$ cat src/rtl/ram_sdp_clr.sv
// Simple-dual-port synchronous RAM with per-byte write enables, registered read
// with valid strobe, selectable collision behaviour and a built-in clear sequencer.
//
//   state | meaning
//   ------+-------------------------------------------------------------
//   CLEAR | writing CLR_VAL to mem[ptr] each cycle; ports ignored, busy=1
//   READY | normal read/write service; clr restarts the clear sequence
module ram_sdp_clr #(
   parameter int                DATA_W  = 16,
   parameter int                ADDR_W  = 3,
   parameter int                DEPTH   = 8,
   parameter int                RD_MODE = 0,
   parameter logic [DATA_W-1:0] CLR_VAL = '0
) (
   input  logic                  clk,
   input  logic                  rst_n,
   input  logic                  clr,
   input  logic                  we,
   input  logic [ADDR_W-1:0]     waddr,
   input  logic [DATA_W-1:0]     wdata,
   input  logic [DATA_W/8-1:0]   wbe,
   input  logic                  re,
   input  logic [ADDR_W-1:0]     raddr,
   output logic [DATA_W-1:0]     rdata,
   output logic                  rvalid,
   output logic                  busy
);

   localparam int                NB      = DATA_W / 8;
   localparam logic [ADDR_W:0]   DEPTH_L = (ADDR_W + 1)'(DEPTH);
   localparam logic [ADDR_W-1:0] LAST    = ADDR_W'(DEPTH - 1);

   typedef enum logic {CLEAR, READY} state_t;

   state_t              state;
   logic [ADDR_W-1:0]   ptr;
   logic [DATA_W-1:0]   mem [DEPTH];

   logic                waddr_ok;
   logic                raddr_ok;
   logic                wr_en;
   logic [DATA_W-1:0]   rd_old;
   logic [DATA_W-1:0]   rd_word;

   assign waddr_ok = ({1'b0, waddr} < DEPTH_L);
   assign raddr_ok = ({1'b0, raddr} < DEPTH_L);
   assign wr_en    = (state == READY) && we && !clr && waddr_ok;

   // Write-first forwards the merged word so disabled lanes still show old data.
   always_comb begin
      rd_old  = raddr_ok ? mem[raddr] : '0;
      rd_word = rd_old;
      if (RD_MODE == 1 && we && raddr_ok && (waddr == raddr)) begin
         for (int i = 0; i < NB; i++) begin
            if (wbe[i]) rd_word[8*i +: 8] = wdata[8*i +: 8];
         end
      end
   end

   always_ff @(posedge clk) begin
      if (state == CLEAR) begin
         mem[ptr] <= CLR_VAL;
      end else if (wr_en) begin
         for (int i = 0; i < NB; i++) begin
            if (wbe[i]) mem[waddr][8*i +: 8] <= wdata[8*i +: 8];
         end
      end
   end

   always_ff @(posedge clk or negedge rst_n) begin
      if (!rst_n) begin
         state  <= CLEAR;
         ptr    <= '0;
         busy   <= 1'b1;
         rvalid <= 1'b0;
         rdata  <= '0;
      end else begin
         case (state)
            CLEAR: begin
               rvalid <= 1'b0;
               if (ptr == LAST) begin
                  state <= READY;
                  busy  <= 1'b0;
                  ptr   <= '0;
               end else begin
                  ptr <= ptr + ADDR_W'(1);
               end
            end
            READY: begin
               if (clr) begin
                  state  <= CLEAR;
                  busy   <= 1'b1;
                  ptr    <= '0;
                  rvalid <= 1'b0;
               end else begin
                  rvalid <= re;
                  if (re) rdata <= rd_word;
               end
            end
            default: begin
               state <= CLEAR;
               busy  <= 1'b1;
               ptr   <= '0;
            end
         endcase
      end
   end

endmodule

$ cat config.mk
export PLATFORM = sky130hd
export DESIGN_NAME = ram_sdp_clr
export DESIGN_NICKNAME = d
export VERILOG_FILES = /design/src/rtl/ram_sdp_clr.sv
export SDC_FILE = /design/constraint.sdc
export NUM_CORES = 1
export LEC_CHECK = 0
export ABC_AREA = 1
export BUFFER_PORTS_ARGS = -buffer_cell sky130_fd_sc_hd__buf_2
export CAP_MARGIN = 20
export CORE_UTILIZATION = 58
export CTS_CLUSTER_SIZE = 24
export DETAILED_ROUTE_END_ITERATION = 16
export PLACE_DENSITY = 0.77
export SLEW_MARGIN = 20
export SYNTH_ARGS = -nofsm -noshare
export SYNTH_HDL_FRONTEND = slang
export SYNTH_SLANG_ARGS = --single-unit
$ cat constraint.sdc
create_clock -name clk -period 2.4 [get_ports clk]
set_input_delay 0.36 -clock clk [delete_from_list [all_inputs] [get_ports clk]]
set_output_delay 0.36 -clock clk [all_outputs]
set_load 0.005 [all_outputs]
Word level (Yosys, flattened, before mapping)
Memories as Yosys holds them, arrays and structs flattened. A register that Yosys moved wholly into a read port is not among the register bits.
Index checks and enable logic that the tools add are counted.
{"block": "classes", "n_reduce_logical": 7, "n_bitwise": 2, "multipliers": 0, "div": 0, "order_cmp": 0, "n_shift": 0, "add_sub_neg": 1, "n_eq_ne": 3, "muxes": 23}
{"op": "$mux 16", "n": 1}
{"op": "$reduce_or 16->1", "n": 1}
{"op": "$mux 1", "n": 14}
{"op": "$mux 3", "n": 3}
{"op": "$pmux 1 s2", "n": 3}
{"op": "$pmux 3 s2", "n": 1}
{"op": "$add 3x1->3 const B", "n": 1}
{"op": "$eq 3x3->1 const B", "n": 1}
{"op": "$reduce_and 3->1", "n": 1}
{"op": "$logic_and 1x1->1", "n": 2}
{"op": "$logic_not 1->1", "n": 2}
{"op": "$mux 2", "n": 1}
{"op": "$ne 2x1->1 const B", "n": 1}
{"op": "$ne 2x2->1 const B", "n": 1}
{"op": "$not 1->1", "n": 2}
{"op": "$reduce_and 2->1", "n": 1}
{"block": "totals", "elab_cells": 41, "memories": 1, "latch_bits": 0, "romBits": 0, "regBits": 6, "output_inout_bits": 18, "ram_bits": 128, "input_bits": 29}
{"memory": "mem", "depth": 8, "width": 16, "read_ports": 1, "rd_ports_with_merged_regs": 1, "wr": 1, "line_no": "37", "source": "logic [DATA_W-1:0] mem [DEPTH];"}

Logic depth before layout (Yosys ltp)
Gate-level depths: netlist (run 1).
{"block": "depth", "ltp_word": 7, "depth_mapped": 8, "ltp_nobuf": 7}

Least setup slack after synthesis (run 1)
OpenSTA, ideal clock, no wires.
{"block": "synth_path", "kind": "input to register", "start": "in wbe[0]", "end": "mem mem[4][0], enable pin", "setup_time_ps": 370, "required_ps": 2030, "t_arrival_ps": 1453, "path_stages": 7, "slack_ps": 577, "path_buffers": 2, "cell_sequence": "clkbuf_2 o21ai_4 buf_12 nand2_4 nand2_4 nand3_2 nor2_1"}
{"block": "synth_via", "elab_chain_cells": 6, "elab_cells_between_ends": 7, "classes_between": "mux: 6; reduce/logical: 1"}
{"element": "from (decl)", "line_no": "21", "source": "input logic [DATA_W/8-1:0] wbe,"}
{"element": "$mux 1 (*)", "line_no": "65", "source": "if (wbe[i]) mem[waddr][8*i +: 8] <= wdata[8*i +: 8];"}
{"element": "$mux 1 (*)", "line_no": "63", "source": "end else if (wr_en) begin"}
{"element": "$mux 1 (*)", "line_no": "61", "source": "if (state == CLEAR) begin"}
{"element": "$mux 1 (not written as such) (*)", "line_no": "65"}
{"element": "$reduce_or 16->1 (no source line)"}
{"element": "$mux 3 (no source line) or $mux 2 (tied branches)"}
{"element": "to (decl)", "line_no": "37"}
Every way passes the cells marked *; elsewhere a longest branch is shown, timed or not.

Final worst setup path (run 1)
{"block": "layout_path", "start": "reg state", "end": "mem mem[7][11], enable pin"}
{"block": "layout_via", "elab_chain_cells": 7, "elab_cells_between_ends": 12, "classes_between": "mux: 9; reduce/logical: 3"}
{"element": "from (decl)", "line_no": "35", "source": "state_t state;"}
{"element": "from (signal assigned)", "line_no": "72", "source": "state <= CLEAR;"}
{"element": "from (signal assigned)", "line_no": "82", "source": "state <= READY;"}
{"element": "from (signal assigned)", "line_no": "91", "source": "state <= CLEAR;"}
{"element": "$logic_and 1x1->1 (2 in series)", "line_no": "47", "source": "assign wr_en = (state == READY) && we && !clr && waddr_ok;"}
{"element": "$mux 1", "line_no": "63"}
{"element": "$mux 1", "line_no": "61"}
{"element": "$mux 1 (not written as such)", "line_no": "65"}
{"element": "$reduce_or 16->1 (no source line)"}
{"element": "$mux 3 (no source line) or $mux 2 (tied branches)"}
Several ways; a longest one is shown, not always the timed one.

==> summary.md, run 1 <==
| Metric | Value |
|---|---|
| CTS tree | built |
| Clock Tree Root | clkbuf_8 |
| RSZ-0062 raised after global routing | false |
| I/O Buffers | 46 |
| Share of cells above drive strength 1 | 20.5% |
| Top-count cell post-synth | nor2_1 |
| Hold Vio Cnt, Final | 0 |
| Bufs on Longest Clock Path | 2 |
| Final Slew Violations | 0 |
| Boundary pin count | 47 |
| Hold crit path type | in2reg |
| GP Congestion | just under 0.9 |
| Detailed Place HPWL | approximately 9000 µm |
| PD cells | roughly 1100 nW/µm² |
| Origin of the critical flop-to-flop path | state |
| Final setup violation count | 0 |
| Post-CTS Setup Inserts | 0 |
| Reg clk slew, reported paths | 60 ps |
| Via density per instance | 5.62 |
| H-tree depth | 4 |
| Post-layout util | a little under three quarters |
| Worst flop-to-flop path endpoint | mem[7][11] |
| Yosys top cell by area | edfxtp_1 |
| Yosys reg bits | 150 |
| Number of global-route vias before repair | roughly 4,200 |
| Least-Margin Pin Slew | slightly below 700 ps |
| Mapped Area | 6310 µm² |
| Worst skew pair latency | approximately 530 ps |
| Row Count | 37 |
| DP Cell Count | 738 |
| Post-DRT Antenna Nets | 0 |
| Fmax | roughly 530 MHz |
| N_diodes | 0 |
| Largest net degree at the start of global routing | 41 |
| Die footprint | 11,300 µm² |
| Pre-CTS WS | 373 ps |
| Filler Cell Count | 693 |
| Synth warn | 0 |
| Static Leak | around 3.0 nW |
| Initial Util | 60.6% |
| Synth async-reset ratio | ~15% |
| Top cell types by occurrence after synthesis | 160 x nor2_1, 128 x edfxtp_1, 61 x o21ai_0 |
| Cells on worst reg2reg path | 8 |
| CTS buffer count | 17 |
| Rel. slew slack | 54.7% |
| Syn Nets | 586 |
| Worst VDD drop | 669 µV |
| First-pass GRT wire length | 21,900 µm |
| Final period utilization | roughly four fifths |
| Crit path kind | reg2reg |
| Synth-to-Final Area Change | 17.1% |
| Core area | approximately 10,000 µm² |
| Hold wc startpoint | clr |
| DR WL/cell | between 15 and 20 µm |
| WP data arrival | 2120 ps |
| Reg-to-reg slack, setup | 510 ps |
| Die H | roughly 110 µm |
| Die X | 106 µm |
| Post_cts resized | 0 |
| Layout Cells excl Fill | just under 800 |
| Routed WL | between 10,000 and 15,000 µm |
| Synth cell types | 28 |
| Worst setup path endpoint | mem[7][11] |
| Pre-Repair DR Iteration Count | 5 |
| GRT Overall Usage | 26.8% |
| MaxCap Viol Count | 0 |
| Largest cells by area after synthesis | edfxtp_1 61%, nor2_1 9.5%, dfrtp_1 8.3% |
| Period minus WS final | 1890 ps |
| Skew final | 8.53 ps |
| Cell count after synthesis | 555 |
| Drt drc | 0 |
| Worst Slack Setup Final | 510 ps |
| Total number of vias | 4,332 |
| CP max FO | 14 |
| Sink Count | 150 |
| Post-synth top area share | 60.9% |
| Post-synthesis sequential area ratio | 69.6% |
| Total chip power | 0.00832 W |
| Ys flop type | edfxtp_1 |
| Crit path from | state |
| Antenna violations before repair | 0 |
| Setup crit end kind | flip-flop |
| Setup TNS | 0 ps |
| 1st-iter DRT viols | 542 |
| Crit start category | flip-flop |
| Syn_area_per_cell | 11.4 µm² |
| WP data required | 2630 ps |
| Gr ovfl total | 0 |
| Outcome | completed |
| Final nets | 653 |
| Post-synth EDFFs | between 100 and 150 |
==> what timing repair did <==
item	CTS	global route
hold endpoints to repair	21	0
endpoints found under the setup margin	0	0
hold buffers	1	0
==> layout by cell type (no fill, tap or decap) <==
cell / n
bufinv_16: 3
clkbuf_16: 16
a22o_1: 1
clkinv_2: 2
inv_2: 1
nand2_4: 7
nand2_1: 43
buf_2: 46
clkinvlp_4: 4
nor2_2: 1
clkinv_4: 3
nand3_1: 48
nor2_1: 160
buf_4: 30
dlygate4sd3_1: 1
nand3_2: 8
o21ai_4: 1
a21oi_1: 2
dfrtp_1: 21
o211ai_1: 6
dfstp_2: 1
inv_1: 26
edfxtp_1: 128
o21ai_0: 61
clkbuf_8: 5
o21ai_1: 5
nor2_8: 1
o31ai_1: 1
ha_1: 2
nand2_2: 1
==> worst min-delay path by stage <==
stage,to,cells after the start
6_report,busy,2
5_1_grt,busy,2
4_1_cts,busy,2
3_5_place_dp,rdata[15],1
3_3_place_gp,rdata[15],1
2_1_floorplan,ptr[0],0
==> area by class of cell <==
type | instances | area, µm² | area share [%]
Sequential cell | 150 | 4400 | 59.4
Multi-Input combinational cell | 348 | 1640 | 22.1
Clock buffer | 21 | 469 | 6.35
Timing Repair Buffer | 77 | 465 | 6.29
Tap cell | 136 | 170 | 2.30
Clock inverter | 11 | 148 | 2.00
Inverter | 28 | 110 | 1.49
==> flip-flops by register name (all words and copies together) (netlist names) <==
name,cells
mem,128
ptr,3
rdata,16
busy,1
state,1
rvalid,1
==> logic make-up after synthesis <==
logic type                 Yosys count  share of synthesized area, %
buffers and inverters               57                          4.44
AOI/OAI and AO/OA                   77                          6.62
DFF                                150                          69.6
and+or+nand+nor                    269                          18.9
adders and majority gates            2                         0.396
==> through the flow <==
step	hold slack (ps)	cell area [µm²]
after floorplan	64.4	6310
after global placement	385	6770
after detailed placement	394	6770
after CTS	161	7390
after global routing	185	7390
final	179	7390
==> worst max-delay path: stages, from the launching register on <==
cell     delay (ps)
dfrtp_1         410
nand2_2         130
nor2_8           60
o21ai_4         190
nand2_1         120
nand2_1         240
nand3_2         110
nor2_1          120
buf_4           190
==> power breakdown <==
group	internal [W]	total, W	leakage, nW	switching [W]
sequential	0.00367	0.00391	1.52	0.000237
combinational	0.000585	0.00170	1.23	0.00112
clock	0.00169	0.00271	0.292	0.00101
==> per-layer routing <==
metal	GRT usage, %	part of all wire [%]	up-vias
li1	-	-	2034
met1	36.3	41	2006
met2	41.9	46	268
met3	7.05	12	24
met4	10.3	1.6	0
met5	0	0	-
No activity file was read; power rests on OpenSTA's default activity.
==> inputs of run 2 (changes only) <==
==> constraint.sdc (replaced) <==
create_clock -name clk -period 1.95 [get_ports clk]
set_input_delay 0.2925 -clock clk [delete_from_list [all_inputs] [get_ports clk]]
set_output_delay 0.2925 -clock clk [all_outputs]
set_load 0.005 [all_outputs]
==> run 2 against run 1 <==
Effect of this change:
- utilization rose by 0.89 points
- final cell count rose by 1.3%
- via count rose by 3.4%
- sequential share of layout area fell by 0.74 points
- largest power group unchanged
- register-to-register slack got worse by 440 ps
- first-iteration DRC count did not move
- wire length rose by 6.6%
- setup slack got worse by 440 ps
==> summary.md, run 2 (synthesized netlist as in run 1, its figures left out) <==
| Metric | Value |
|---|---|
| Initial Util | 60.6% (unchanged) |
| Die footprint | 11,300 µm² (unchanged) |
| Drt drc | 0 (unchanged) |
| Hold wc startpoint | clr |
| Final setup violation count | 0 (unchanged) |
| Final period utilization | 96.3% (+18 points) |
| Max incr delay on CP | 420 ps (about the same) |
| Boundary pin count | 47 (unchanged) |
| Rel. slew slack | 39.6% (-15 points) |
| Commonest cells after routing, fill and taps aside | 160 x nor2_1, 128 x edfxtp_1, 61 x o21ai_0, 48 x nand3_1, 46 x buf_2 |
| Post-CTS Setup Inserts | 0 (unchanged) |
| Pre-Repair DR Iteration Count | 5 (unchanged) |
| Period minus WS final | 1880 ps (-12.5 ps) |
| Core area | 10,400 µm² (unchanged) |
| Post-layout util | 71.9% (+0.89 points) |
| DR WL/cell | 18.5 µm (+5.3%) |
| Post-DRT Antenna Nets | 0 (unchanged) |
| Cells on worst reg2reg path | 8 (unchanged) |
| Die X | 106 µm (unchanged) |
| Number of global-route vias before repair | 4,408 (+3.9%) |
| Skew final | 4.98 ps (-3.55 ps) |
| Crit start category | flip-flop |
| Share of cells above drive strength 1 | 21.6% (+1.1 points) |
| Row Count | 37 (unchanged) |
| Outcome | completed |
| Final Slew Violations | 0 (unchanged) |
| Worst skew pair latency | 520 ps (about the same) |
| MaxCap Viol Count | 0 (unchanged) |
| H-tree depth | 4 (unchanged) |
| Worst VDD drop | 811 µV (+21%) |
| CTS tree | built |
| WP data arrival | 2110 ps (about the same) |
| Final nets | 663 (+1.5%) |
| Die H | 106 µm (unchanged) |
| Biggest regs | mem: 128 flops, rdata: 16 flops, ptr: 3 flops |
| Worst flop-to-flop path endpoint | mem[0][15] |
| Most numerous cell on the critical path | nand2_1 |
| Via density per instance | 5.73 (+2.0%) |
| Origin of the critical flop-to-flop path | state |
| Bufs on Longest Clock Path | 2 (unchanged) |
| GP Congestion | 0.843 (-4.4%) |
| First-pass GRT wire length | 23,100 µm (+5.5%) |
| Total chip power | 0.0105 W (+26%) |
| Setup TNS | 0 ps (unchanged) |
| N_diodes | 0 (unchanged) |
| Synth-to-Final Area Change | 18.6% |
| Reg clk slew, reported paths | 60 ps (about the same) |
| Hold Path End | busy |
| Sink Count | 150 (unchanged) |
| CP cell instances | nand2_2 -> nor2_8 -> o21ai_4 -> nand2_1 -> nand2_1 -> nand3_2 -> nor2_1 -> buf_4 |
| Max FFs per register | 128 (unchanged) |
| CTS buffer count | 17 (unchanged) |
| Hold crit path type | in2reg |
| Total number of vias | 4,478 (+3.4%) |
| GRT Overall Usage | 28.0% (+1.2 points) |
| Crit path kind | reg2reg |
| CP max FO | 9 (-5) |
| Least-Margin Pin Slew | 904 ps (+225 ps) |
| PD cells | 1400 nW/µm² (+24%) |
| Antenna violations before repair | 0 (unchanged) |
| Hold Vio Cnt, Final | 0 (unchanged) |
| I/O Buffers | 46 (unchanged) |
| Most common cell after layout, fill and taps aside | nor2_1 |
| Clock Tree Root | clkbuf_8 |
| 1st-iter DRT viols | 542 (unchanged) |
| Largest net degree at the start of global routing | 65 (+59%) |
| Largest register by flop count | mem |
| Reg-to-reg slack, setup | 70 ps (-440 ps) |
| Detailed Place HPWL | 9080 µm (+0.98%) |
| RSZ-0062 raised after global routing | false |
| Routed WL | 14,500 µm (+6.6%) |
| Slowest-stage cell, CP | dfrtp_1 |
| Crit path from | state |
| Gr ovfl total | 0 (unchanged) |
| Static Leak | 3.10 nW (+1.8%) |
| WP data required | 2180 ps (-450 ps) |
| Hold path depth | 2 (unchanged) |
| Fmax | 533 MHz (+0.66%) |
| Setup crit end kind | flip-flop |
run 2: cell count changes in the layout (fill, tap and decap cells not counted), sizes merged:
cell,delta
inv,+1
bufinv,+1
clkinv,-3
clkinvlp,+1
buf,+10
run 2: power breakdown:
part / internal (W) / leakage (nW) / switching [W]
clock: 0.00218 / 0.293 / 0.00126
combinational: 0.000762 / 1.28 / 0.00145
sequential: 0.00452 / 1.52 / 0.000293
run 2: cell type report:
cell class	count	area [µm²]
multi-input combinational	348	1640
fill	685	2930
tap	136	170
timing repair buffer	87	544
inverter	28	110
clock buffer	21	459
sequential	150	4400
clock inverter	11	171
run 2: critical path, delay by kind of cell (launching register included):
kind	cells	cell delay (ps)
AND/OR/NAND/NOR	6	820
flip-flops	1	420
buffers and inverters	1	210
AO/OA/AOI/OAI	1	130
run 2: worst max-delay path by stage:
stage            endpoint  slack [ps]  cells after the start
2_1_floorplan   mem[4][0]         190                      7
3_3_place_gp   mem[0][12]         170                      8
3_5_place_dp   mem[0][10]          90                      8
4_1_cts        mem[0][15]          70                      9
5_1_grt        mem[0][15]          20                      8
6_report       mem[0][15]          70                      8
run 2: repair_timing:
action	CTS	global route
hold endpoints to repair	21	0
resized for setup	0	1
hold buffers	1	0
setup endpoints to repair	0	8
run 2: layer usage:
| metal | part of all wire [%] | wire length [µm] | track usage [%] | vias up |
|---|---|---|---|---|
| li1 | - | - | - | 2050 |
| met3 | 11 | 1590 | 7.60 | 23 |
| met1 | 41 | 5950 | 39.2 | 2128 |
| met5 | 0 | 0 | 0 | - |
| met4 | 1.6 | 229 | 10.6 | 0 |
| met2 | 46 | 6710 | 42.1 | 277 |
run 2: stage by stage:
step	instances	setup slack, ps	area (µm²)	hold slack, ps
6_report	781	72.6	7490	123
5_1_grt	781	17.7	7490	131
4_1_cts	781	68.2	7480	114
3_5_place_dp	748	94.3	6840	317
3_3_place_gp	748	174	6840	308
2_1_floorplan	555	194	6310	-3.09
==> inputs of run 3 (changes only) <==
--- a/config.mk
+++ b/config.mk
@@ -12,6 +12,7 @@
 export CTS_CLUSTER_SIZE = 24
 export DETAILED_ROUTE_END_ITERATION = 16
 export PLACE_DENSITY = 0.77
+export REMOVE_ABC_BUFFERS = 1
 export SLEW_MARGIN = 20
 export SYNTH_ARGS = -nofsm -noshare
 export SYNTH_HDL_FRONTEND = slang
==> run 3 against run 2 <==
Effect of this change:
- sequential cell count unchanged
- sequential power about the same
- die area unchanged
- setup slack gained 100 ps
- cell area is 0.52% higher
- power is 1.4% lower
- register-to-register slack improved by 100 ps
- utilization up 0.37 points
- sequential share of layout area down 0.30 points
- worst hold slack improved by 7.8 ps
- fmax grew 5.9%
==> summary.md, run 3 (synthesized netlist as in run 1, its figures left out) <==
| Metric | Value |
|---|---|
| Die H | 106 µm (unchanged) |
| Commonest cells after routing, fill and taps aside | 160 x nor2_1, 128 x edfxtp_1, 61 x o21ai_0, 49 x buf_4, 48 x nand3_1 |
| Synth-to-Final Area Change | 19.2% |
| WP data required | 2180 ps (about the same) |
| Row Count | 37 (unchanged) |
| PD cells | 1370 nW/µm² (-1.9%) |
| CP max FO | 9 (unchanged) |
| Pre-Repair DR Iteration Count | 5 (unchanged) |
| Final nets | 672 (+1.4%) |
| Period minus WS final | 1770 ps (-105 ps) |
| Routed WL | 14,800 µm (+2.5%) |
| Via density per instance | 5.65 (-1.5%) |
| I/O Buffers | 46 (unchanged) |
| Gr ovfl total | 0 (unchanged) |
| Worst Hold Slack | 131 ps (+7.85 ps) |
| Crit path kind | reg2reg |
| Seq. cell area | 4400 µm² (unchanged) |
| Detailed Place HPWL | 9420 µm (+3.7%) |
| Initial Util | 60.6% (unchanged) |
| Total number of vias | 4,463 (-0.33%) |
| MaxCap Viol Count | 0 (unchanged) |
| GRT Overall Usage | 28.3% (+0.32 points) |
| Boundary pin count | 47 (unchanged) |
| CTS buffer count | 17 (unchanged) |
| CTS tree | built |
| Share of cells above drive strength 1 | 22.8% (+1.2 points) |
| Largest net degree at the start of global routing | 65 (unchanged) |
| Reg clk slew, reported paths | 60 ps (about the same) |
| Final Slew Violations | 0 (unchanged) |
| Most common cell after layout, fill and taps aside | nor2_1 |
| Die footprint | 11,300 µm² (unchanged) |
| Fmax | 564 MHz (+5.9%) |
| Final setup violation count | 0 (unchanged) |
| Rel. slew slack | 37.2% (-2.4 points) |
| Outcome | completed |
| RSZ-0062 raised after global routing | false |
| Crit start category | flip-flop |
| Max FFs per register | 128 (unchanged) |
| Final period utilization | 90.9% (-5.4 points) |
| Hold crit path type | in2reg |
| Die X | 106 µm (unchanged) |
| Sink Count | 150 (unchanged) |
| Bufs on Longest Clock Path | 2 (unchanged) |
| DR WL/cell | 18.8 µm (+1.3%) |
| Drt drc | 0 (unchanged) |
| Hold Vio Cnt, Final | 0 (unchanged) |
| Filler Cell Count | 687 (+0.29%) |
| Largest register by flop count | mem |
| Setup crit end kind | flip-flop |
| Least-Margin Pin Slew | 941 ps (+36.3 ps) |
| Skew final | 6.30 ps (+1.32 ps) |
| WP data arrival | 2000 ps (-110 ps) |
| Antenna violations before repair | 0 (unchanged) |
| Multi-input logic area | 1640 µm² (unchanged) |
| Post-DRT Antenna Nets | 0 (unchanged) |
| Worst skew pair latency | 530 ps (about the same) |
| Biggest regs | mem: 128 flops, rdata: 16 flops, ptr: 3 flops |
| First-pass GRT wire length | 23,100 µm (-0.36%) |
| GP Congestion | 0.828 (-1.8%) |
| Post_cts resized | 0 (unchanged) |
| N_diodes | 0 (unchanged) |
| Core area | 10,400 µm² (unchanged) |
| Static Leak | 3.13 nW (+1.1%) |
| Setup TNS | 0 ps (unchanged) |
| Worst VDD drop | 855 µV (+5.4%) |
| Number of global-route vias before repair | 4,323 (-1.9%) |
| 1st-iter DRT viols | 490 (-9.6%) |
| H-tree depth | 4 (unchanged) |
| Clock Tree Root | clkbuf_8 |
[run 3: final timing paths]
path / end / start / slack [ps] / depth (start not counted)
setup / recovery: mem[5][4] / state / 180 / 9
hold / removal: busy / clr / 130 / 2
setup reg to reg: mem[5][4] / state / 180 / 9
hold reg to reg: rdata[7] / rdata[7] / 470 / 2
max in group asynchronous: rdata[12] / rst_n / 1220 / 2
min in group asynchronous: state / rst_n / 320 / 2
[run 3: routing by layer]
| layer | vias to the layer above | part of all wire, % | track usage, % |
|---|---|---|---|
| li1 | 2077 | - | - |
| met1 | 2097 | 43 | 40.3 |
| met2 | 266 | 46 | 42.6 |
| met3 | 23 | 9.6 | 7.48 |
| met4 | 0 | 1.6 | 9.62 |
| met5 | - | 0 | 0 |
[run 3: through the flow]
step,cell area [µm²],worst slack (ps),instances,utilization [%],power [W]
3_5_place_dp,6910,159,757,66.3,0.00708
2_1_floorplan,6140,82.9,526,-,0.00603
6_report,7530,177,790,72.3,0.0103
5_1_grt,7530,62.5,790,72.3,0.0108
3_3_place_gp,6910,205,757,66.3,0.00698
4_1_cts,7530,162,790,72.3,0.0104
[run 3: worst max-delay path, stage by stage (launching register included)]
cell and delay (ps):
dfrtp_1 420, nand2_2 130, nor2_8 60, o21ai_4 110
buf_4 200, nand2_4 50, nand2_4 90, nand3_2 90
nor2_1 110, buf_4 200
[run 3: power breakdown]
group,switching [W],internal [W],total [W]
clock network,0.00128,0.00199,0.00327
registers,0.000287,0.00452,0.00481
logic,0.00147,0.000779,0.00225
total,0.00304,0.00729,0.0103
[run 3: area by class of cell]
class                           instances  share of cell area (%)
Timing Repair Buffer                   96                    8.08
Inverter                               28                    1.46
Tap cell                              136                    2.26
Sequential cell                       150                    58.4
Clock inverter                         14                    2.36
Clock buffer                           18                    5.69
Multi-Input combinational cell        348                    21.7
[run 3: repair_timing]
action / 4_1_cts / 5_1_grt
hold buffers: 1 / 0
endpoints found under the hold margin: 21 / 0
buffers inserted: 0 / 0
